`config.mk`:
```
export PLATFORM = sky130hd
export DESIGN_NAME = dbg_cnt_scan
export DESIGN_NICKNAME = d
export VERILOG_FILES = /design/src/rtl/dbg_cnt_scan.sv
export SDC_FILE = /design/constraint.sdc
export NUM_CORES = 1
export LEC_CHECK = 0
export CORE_MARGIN = 3
export CORE_UTILIZATION = 40
export CTS_CLUSTER_SIZE = 40
export DETAILED_ROUTE_END_ITERATION = 10
export PLACE_DENSITY = 0.76
export SLEW_MARGIN = 15
export SYNTH_ARGS = -nofsm -noshare
export SYNTH_HDL_FRONTEND = slang
export SYNTH_SLANG_ARGS = --single-unit
```
`constraint.sdc`:
```
create_clock -name CLK -period 3.15 [get_ports CLK]
set_clock_uncertainty 0.05 [all_clocks]
set_input_delay 0.63 -clock CLK [delete_from_list [all_inputs] [get_ports CLK]]
set_output_delay 0.63 -clock CLK [all_outputs]
set_load 0.03 [all_outputs]
```
`src/rtl/dbg_cnt_scan.sv`:
```
// -----------------------------------------------------------------------------
// dbg_cnt_scan
//
// Scan controller and register-port arbiter for the debug pulse-width counter
// block. The counter block's byte-wide host register port is shared between
// the external host and an internal sequencer. The sequencer periodically
// reads all eight 12-bit width-history slots (low byte, then high nibble),
// streams each one out as a valid/ready record, and can optionally clear the
// counter block once a full scan has been delivered.
//
// The host always has priority. In any cycle where the host asserts a read or
// write enable, its enables and data pass straight through to the counter
// block. A sequencer access that collides with the host is held and retried
// in the following cycle.
//
// Ports:
//   CLK         clock
//   RST_N       asynchronous active-low reset
//   iEN         periodic scanning enable (level)
//   iPERIOD     idle cycles between scans (0 behaves as 1)
//   iCLR_AFTER  write the clear command after each completed scan
//   iH_WE_BIT   host write enables (one-hot)
//   iH_RE_BIT   host read enables (one-hot)
//   iH_DATA     host write data
//   oH_RD       host read data (zero when the host is not accessing)
//   oWE_BIT     write enables to the counter block
//   oRE_BIT     read enables to the counter block
//   oDATA       write data to the counter block
//   iRD         combinational read data from the counter block
//   oVALID      record valid
//   iREADY      record accepted
//   oIDX        slot index (0-3 high-level widths, 4-7 low-level widths)
//   oCNT        slot value
//   oBUSY       scan in progress
//   oSCANS      completed-scan count (wraps)
// -----------------------------------------------------------------------------
module dbg_cnt_scan #(
    parameter int WE_WIDTH = 8,
    parameter int RE_WIDTH = 16,
    parameter int C_CNT_WH = 12,
    parameter int PERIOD_W = 16
) (
    input  logic                CLK,
    input  logic                RST_N,
    input  logic                iEN,
    input  logic [PERIOD_W-1:0] iPERIOD,
    input  logic                iCLR_AFTER,
    input  logic [WE_WIDTH-1:0] iH_WE_BIT,
    input  logic [RE_WIDTH-1:0] iH_RE_BIT,
    input  logic [7:0]          iH_DATA,
    output logic [7:0]          oH_RD,
    output logic [WE_WIDTH-1:0] oWE_BIT,
    output logic [RE_WIDTH-1:0] oRE_BIT,
    output logic [7:0]          oDATA,
    input  logic [7:0]          iRD,
    output logic                oVALID,
    input  logic                iREADY,
    output logic [2:0]          oIDX,
    output logic [C_CNT_WH-1:0] oCNT,
    output logic                oBUSY,
    output logic [7:0]          oSCANS
);

    typedef enum logic [2:0] {
        ST_IDLE = 3'd0,
        ST_WAIT = 3'd1,
        ST_RD_L = 3'd2,
        ST_RD_H = 3'd3,
        ST_PUSH = 3'd4,
        ST_CLR  = 3'd5
    } state_t;

    localparam logic [RE_WIDTH-1:0] RE_ONE    = {{(RE_WIDTH-1){1'b0}}, 1'b1};
    localparam logic [WE_WIDTH-1:0] WE_ONE    = {{(WE_WIDTH-1){1'b0}}, 1'b1};
    localparam logic [PERIOD_W-1:0] TIMER_ONE = {{(PERIOD_W-1){1'b0}}, 1'b1};

    state_t                state_r;
    state_t                state_nxt_s;
    logic [2:0]            slot_r;
    logic [2:0]            slot_nxt_s;
    logic [PERIOD_W-1:0]   timer_r;
    logic [PERIOD_W-1:0]   timer_nxt_s;
    logic [C_CNT_WH-1:0]   cnt_r;
    logic [C_CNT_WH-1:0]   cnt_nxt_s;
    logic [7:0]            scans_r;
    logic [7:0]            scans_nxt_s;

    logic                  host_act_s;
    logic [WE_WIDTH-1:0]   seq_we_s;
    logic [RE_WIDTH-1:0]   seq_re_s;
    logic [7:0]            seq_data_s;
    logic                  valid_s;
    logic                  busy_s;

    assign host_act_s = (|iH_WE_BIT) | (|iH_RE_BIT);

    // State register
    always_ff @(posedge CLK or negedge RST_N) begin
        if (!RST_N) begin
            state_r <= ST_IDLE;
        end else begin
            state_r <= state_nxt_s;
        end
    end

    // Datapath registers: slot pointer, interval timer, captured value, scan count
    always_ff @(posedge CLK or negedge RST_N) begin
        if (!RST_N) begin
            slot_r  <= 3'd0;
            timer_r <= {PERIOD_W{1'b0}};
            cnt_r   <= {C_CNT_WH{1'b0}};
            scans_r <= 8'd0;
        end else begin
            slot_r  <= slot_nxt_s;
            timer_r <= timer_nxt_s;
            cnt_r   <= cnt_nxt_s;
            scans_r <= scans_nxt_s;
        end
    end

    // Next-state and datapath update logic
    always_comb begin
        state_nxt_s = state_r;
        slot_nxt_s  = slot_r;
        timer_nxt_s = timer_r;
        cnt_nxt_s   = cnt_r;
        scans_nxt_s = scans_r;
        case (state_r)
            ST_IDLE: begin
                if (iEN) begin
                    timer_nxt_s = iPERIOD;
                    state_nxt_s = ST_WAIT;
                end else begin
                    state_nxt_s = ST_IDLE;
                end
            end
            ST_WAIT: begin
                if (!iEN) begin
                    state_nxt_s = ST_IDLE;
                end else if (timer_r <= TIMER_ONE) begin
                    // A zero period falls in here too, so the wait is never shorter than one cycle.
                    slot_nxt_s  = 3'd0;
                    state_nxt_s = ST_RD_L;
                end else begin
                    timer_nxt_s = timer_r - TIMER_ONE;
                end
            end
            ST_RD_L: begin
                if (host_act_s) begin
                    state_nxt_s = ST_RD_L;
                end else begin
                    cnt_nxt_s[7:0] = iRD;
                    state_nxt_s    = ST_RD_H;
                end
            end
            ST_RD_H: begin
                if (host_act_s) begin
                    state_nxt_s = ST_RD_H;
                end else begin
                    cnt_nxt_s[C_CNT_WH-1:8] = iRD[C_CNT_WH-9:0];
                    state_nxt_s             = ST_PUSH;
                end
            end
            ST_PUSH: begin
                if (iREADY) begin
                    if (slot_r != 3'd7) begin
                        slot_nxt_s  = slot_r + 3'd1;
                        state_nxt_s = ST_RD_L;
                    end else begin
                        scans_nxt_s = scans_r + 8'd1;
                        if (iCLR_AFTER) begin
                            state_nxt_s = ST_CLR;
                        end else if (iEN) begin
                            timer_nxt_s = iPERIOD;
                            state_nxt_s = ST_WAIT;
                        end else begin
                            state_nxt_s = ST_IDLE;
                        end
                    end
                end else begin
                    state_nxt_s = ST_PUSH;
                end
            end
            ST_CLR: begin
                if (host_act_s) begin
                    state_nxt_s = ST_CLR;
                end else if (iEN) begin
                    timer_nxt_s = iPERIOD;
                    state_nxt_s = ST_WAIT;
                end else begin
                    state_nxt_s = ST_IDLE;
                end
            end
            default: begin
                state_nxt_s = ST_IDLE;
            end
        endcase
    end

    // Sequencer-side port drive and record outputs decoded from the state
    always_comb begin
        seq_we_s   = {WE_WIDTH{1'b0}};
        seq_re_s   = {RE_WIDTH{1'b0}};
        seq_data_s = 8'h00;
        valid_s    = 1'b0;
        busy_s     = 1'b1;
        case (state_r)
            ST_IDLE: begin
                busy_s = 1'b0;
            end
            ST_WAIT: begin
                busy_s = 1'b0;
            end
            ST_RD_L: begin
                seq_re_s = RE_ONE << {slot_r, 1'b0};
            end
            ST_RD_H: begin
                seq_re_s = RE_ONE << {slot_r, 1'b1};
            end
            ST_PUSH: begin
                valid_s = 1'b1;
            end
            ST_CLR: begin
                seq_we_s   = WE_ONE;
                seq_data_s = 8'h01;
            end
            default: begin
                busy_s = 1'b0;
            end
        endcase
    end

    // Port arbitration: host accesses pass straight through and win over the sequencer
    always_comb begin
        if (host_act_s) begin
            oWE_BIT = iH_WE_BIT;
            oRE_BIT = iH_RE_BIT;
            oDATA   = iH_DATA;
            oH_RD   = iRD;
        end else begin
            oWE_BIT = seq_we_s;
            oRE_BIT = seq_re_s;
            oDATA   = seq_data_s;
            oH_RD   = 8'h00;
        end
    end

    // Record interface; index and value read as zero outside a record
    always_comb begin
        oVALID = valid_s;
        oBUSY  = busy_s;
        if (valid_s) begin
            oIDX = slot_r;
            oCNT = cnt_r;
        end else begin
            oIDX = 3'd0;
            oCNT = {C_CNT_WH{1'b0}};
        end
    end

    assign oSCANS = scans_r;

endmodule
```
After elaboration in Yosys (flattened, before gate mapping)
Cells that the tools add are included.
{"block": "op_classes", "addsub": 3, "multipliers": 0, "div": 0, "order_cmp": 1, "eq_ne": 15, "shifts": 2, "n_mux": 33, "n_bitwise": 3, "reduce_logical": 11}
{"cell": "two-way mux 16 bit", "n": 8}
{"cell": "case mux 16 bit (4 select lines)", "n": 1}
{"cell": "two-way mux 3 bit", "n": 12}
{"cell": "case mux 16 bit (2 select lines)", "n": 1}
{"cell": "left shift 1 x 4 -> 16 bit, first input constant", "n": 2}
{"cell": "two-way mux 8 bit", "n": 3}
{"cell": "case mux 3 bit (6 select lines)", "n": 1}
{"cell": "<= comparator 16 x 1 -> 1 bit, second input constant", "n": 1}
{"cell": "!= test 2 bit, second input constant", "n": 8}
{"cell": "OR reduction 16 bit", "n": 1}
{"cell": "subtractor 16 x 1 -> 16 bit, second input constant", "n": 1}
{"cell": "two-way mux 12 bit", "n": 1}
{"cell": "adder 8 x 1 -> 8 bit, second input constant", "n": 1}
{"cell": "OR reduction 8 bit", "n": 1}
{"cell": "AND reduction 7 bit", "n": 1}
{"cell": "== test 3 x 2 -> 1 bit, second input constant", "n": 2}
{"cell": "== test 3 bit, second input constant", "n": 2}
{"cell": "!= test 3 bit, second input constant", "n": 2}
{"cell": "case mux 3 bit (2 select lines)", "n": 1}
{"cell": "two-way mux 1 bit", "n": 5}
{"cell": "AND reduction 5 bit", "n": 1}
{"cell": "AND reduction 2 bit", "n": 2}
{"cell": "nonzero test 4 bit", "n": 1}
{"cell": "OR reduction 4 bit", "n": 1}
{"cell": "7 further kinds", "n": 8}
{"block": "totals", "reg_bits": 42, "latch_bits": 0, "ram_bits": 0, "romBits": 0, "output_inout_bits": 65, "memories": 0}

Longest topological paths before layout
{"block": "logic_depth", "word_depth": 5, "mapped_depth": 8}

Worst setup path after synthesis
No wires, ideal clock.
{"block": "synth_path", "path_kind": "in2out", "startpoint": "input port iH_RE_BIT[11]", "endpoint": "output port oDATA[0]", "arrival_time_ns": 2.320, "t_required_ns": 2.470, "slack_ns": 0.150, "cell_stages": 5, "cell_sequence": "or4_1 nor2_1 nand2_1 clkbuf_1 o21ai_0"}
{"block": "synth_between", "elab_chain_len": 3}
{"item": "from (decl)", "line": "49", "source": "input logic [RE_WIDTH-1:0] iH_RE_BIT,"}
{"item": "OR reduction 16 bit", "line": "95", "source": "assign host_act_s = (|iH_WE_BIT) | (|iH_RE_BIT);"}
{"item": "OR 1 bit", "line": "95"}
{"item": "two-way mux 8 bit", "line": "235", "source": "if (host_act_s) begin"}
{"item": "to (decl)", "line": "54", "source": "output logic [7:0] oDATA,"}
Every way passes these cells.

Final worst setup path
{"block": "layout_path", "startpoint": "input port iH_RE_BIT[8]", "endpoint": "output port oRE_BIT[4]"}
{"block": "layout_between", "elab_chain_len": 3}
{"item": "OR reduction 16 bit", "line": "95"}
{"item": "OR 1 bit", "line": "95"}
{"item": "two-way mux 16 bit", "line": "235"}
{"item": "to (decl)", "line": "53", "source": "output logic [RE_WIDTH-1:0] oRE_BIT,"}
Every way passes these cells.

==> impl_metrics.py <==
metrics = {
    "die": {
        "fp.dieH_um": 91.8,
        "initial_utilization": 0.424,
        "dieWidth_um": 91.8,
        "io-pin-count": 126,
        "core-area_um2": 6940,
        "area_of_the_die_um2": 8420,
        "core.rowCount": 30,
    },
    "global_routing": {
        "grt_pass1_vias": 2999,
        "grt_pass1_wl_um": 15500,
        "grt_antenna_before_repair": 0,
        "total_global_routing_track_utilization": 0.225,
        "leftover_overflow_at_the_end_of_global_routing": 0,
        "largest_net_degree_at_the_start_of_global_routing": 43,
    },
    "yosys": {
        "yosys.area_share.adder": 0.0298,
        "synth-edff-count": 0,
        "number_of_register_bits_inferred_by_synthesis": 42,
        "post_synth_xor_area_fraction": 0.0208,
        "synthesis.yosys.warnings": 0,
        "synth-compound-area-share": 0.213,
        "combinational_family_with_the_most_area_after_synthesis": "simple AND/OR/NAND/NOR gates",
        "synth.yosys.seq_area_share": 0.357,
        "synthesis.area_per_instance_um2": 8.81,
        "synth_top_cells_by_count": "dfrtp_1 (42), and2_1 (34), nand2_1 (29), a21oi_1 (16), nor2_1 (16)",
        "synth.lib_cells_used.distinct": 59,
        "leading_cell_type_by_number_of_instances_after_synthesis": "dfrtp_1",
        "post_synth_and_or_nand_nor_area_fraction": 0.271,
        "netlist_area_um2": 2940,
        "async_flop_share": 1.00,
        "synth_top_flop_cell": "dfrtp_1",
        "synth_nets": 402,
        "synth_largest_area_cell": "dfrtp_1",
        "synthTopCellsByArea": "dfrtp_1 (36%), and2_1 (7.2%), mux2_2 (3.8%)",
        "muxShareOfSynthArea": 0.0531,
        "synth_top_area_frac": 0.357,
        "postSynthCellCount": 334,
    },
    "route": {
        "wl_per_cell_um": 17.2,
        "vias_per_cell": 5.56,
        "finalWirelength_um": 9620,
        "num_vias": 3105,
        "drtPass1Iterations": 4,
        "detail-route-antenna-nets": 0,
        "detail_route.iter0.violations": 174,
        "drc": 0,
    },
    "worst_setup_path": {
        "endpoint_kind": "output pin",
        "path_max_fanout": 4,
        "worst_ep_arrival_time_ps": 2430,
        "critical_path.startpoint_type": "primary input",
        "critical_path_required_time_ps": 2470,
        "worst-setup-path-type": "primary input to output pin",
    },
    "sta": {
        "fin_crit_sh": 0.987,
        "maxSlewViolCount": 0,
        "grt_setup_unrepaired": "no",
        "tightest_slew_ps": 995,
        "timing.slew.headroom": 0.337,
        "setup-tns-final_ps": 0,
        "finalCriticalPeriod_ps": 3110,
        "setup-violations-final": 0,
        "holdWs_ps": 431,
        "max_freq_mhz": 322,
        "timing.final.hold_violations": 0,
    },
    "final_layout": {
        "fillCellCount": 599,
        "syn2layout_area_growth_pct": 55.1,
        "ff_latch_area_um2": 1050,
        "post_route_cells_drive_above_1_share": 0.182,
        "multi_input_gate_area_um2": 1810,
        "final_net_count": 529,
        "diodes": 0,
    },
    "power_and_ir_drop": {
        "logic_pwr_share": 0.374,
        "switching_share": 0.371,
        "power_switching_uw": 783,
        "vdd_ir_drop_max_v": 0.000307,
        "internal_power_mw": 1.33,
        "pwr-share-seq": 0.373,
        "powerDensity_nw_per_um2": 462,
        "clock_power_share": 0.253,
        "p_leak_nw": 2.10,
    },
    "clocking": {
        "tritoncts_num_sinks": 42,
        "hold_buffers": 0,
        "cts.clk_slew.worst_paths_ps": 80,
        "cts_tree": "yes",
        "maximum_count_of_clock_buffers_along_a_single_path": 2,
        "ctsRootBufferMaster": "clkbuf_8",
        "numCtsBuffers": 5,
        "htree_levels": 2,
        "clk_latency_ps": 300,
        "cts.repair_timing.setup_buffer_count": 0,
    },
    "place": {
        "dp_hpwl_um": 7160,
        "gp_congestion": 0.865,
        "place.port_buffers": 125,
    },
    "worst_hold_path": {
        "hold_class": "flip-flop to flip-flop",
    },
    "status": {
        "run_status": "complete, no violations",
    },
    "run": {
        "maxCapViolations": 0,
    },
}
## flip-flops by register name, summed over array words and instances, names as in the netlist
signal	flops
state_r	3
oSCANS	8
cnt_r	12
slot_r	3
timer_r	16
## layout by cell type (no fill, tap or decap), drive strengths merged, types with 3 or more instances in the layout
master / synthesis / final
clkbuf: 14 / 6
o21ai: 13 / 13
nand2: 30 / 30
xor2: 4 / 4
or4: 5 / 5
a31oi: 8 / 8
nand2b: 3 / 3
nor3b: 3 / 3
xnor2: 3 / 3
nor2b: 8 / 8
nor2: 16 / 16
nand3: 9 / 9
o22ai: 3 / 3
and2: 35 / 35
o31ai: 3 / 3
dfrtp: 42 / 42
buf: 13 / 41
a21oi: 16 / 16
dlymetal6s2s: 0 / 10
ha: 7 / 7
inv: 9 / 9
nand4: 4 / 4
mux2: 13 / 13
a31o: 3 / 3
a41o: 8 / 8
a22o: 4 / 4
nor4: 6 / 6
a21o: 7 / 7
dlygate4sd2: 0 / 23
clkdlybuf4s50: 0 / 73
o2bb2ai: 4 / 4
and3: 9 / 9
nor3: 6 / 6
## stage by stage
step	instance area [um2]	util	cells	total power, mW	worst slack (ps)
after floorplan	2940	-	334	1.27	150
after global placement	4320	0.622	549	1.54	-300
after detailed placement	4320	0.622	549	1.57	-345
after CTS	4500	0.648	558	2.11	0.928
after global routing	4560	0.657	558	2.25	15.8
final	4560	0.657	558	2.11	41.2
## power groups by stage
stage	Combinational (mW)	Clock (mW)	Sequential (mW)
6_report	0.789	0.533	0.787
5_1_grt	0.869	0.564	0.812
4_1_cts	0.783	0.544	0.779
3_5_place_dp	0.780	0	0.787
3_3_place_gp	0.761	0	0.783
2_1_floorplan	0.524	0	0.750
## what timing repair did
| item | 4_1_cts | 5_1_grt |
|---|---|---|
| pin swaps | 7 | 8 |
| resized for setup | 40 | 18 |
| endpoints found under the setup margin | 33 | 35 |
| gates cloned | 1 | 0 |
## per-layer routing
metal | GRT usage | share of wire
met5 | 0 | 0
met4 | 0.0619 | 0.014
met3 | 0.0476 | 0.081
met2 | 0.374 | 0.48
met1 | 0.297 | 0.42
## worst paths after layout
path,from,to,slack [ps],cells past startpoint
max,iH_RE_BIT[8],oRE_BIT[4],40,9
min,oSCANS[7],oSCANS[7],430,1
max reg2reg,slot_r[0],timer_r[11],810,8
min reg2reg,oSCANS[7],oSCANS[7],430,1
max in group asynchronous,RST_N,slot_r[0],1990,1
min in group asynchronous,RST_N,oSCANS[6],450,1
## worst max-delay path, cell delays in order
cell,delay (ps)
clkdlybuf4s50_1,460
nor4_2,230
and4_4,280
nand2_4,70
buf_4,160
nor3_2,160
buf_4,160
a21o_1,130
buf_6,130
## cell families (layout without fill, tap and decap cells)
| family | count (synthesis) | after routing |
|---|---|---|
| mux | 14 | 14 |
| compound gates | 86 | 86 |
| fa+ha+maj | 7 | 7 |
| xor+xnor | 7 | 7 |
| simple gates | 142 | 142 |
| buf+inv | 36 | 164 |
| flops | 42 | 42 |
## final cells by class
type / instances / share of cell area
Clock buffer: 6 / 0.0181
Clock inverter: 2 / 0.0132
Inverter: 9 / 0.00740
Multi-Input combinational cell: 256 / 0.396
Sequential cell: 42 / 0.230
Tap cell: 96 / 0.0263
Timing Repair Buffer: 147 / 0.309
Power figures use the tool's default switching activity.
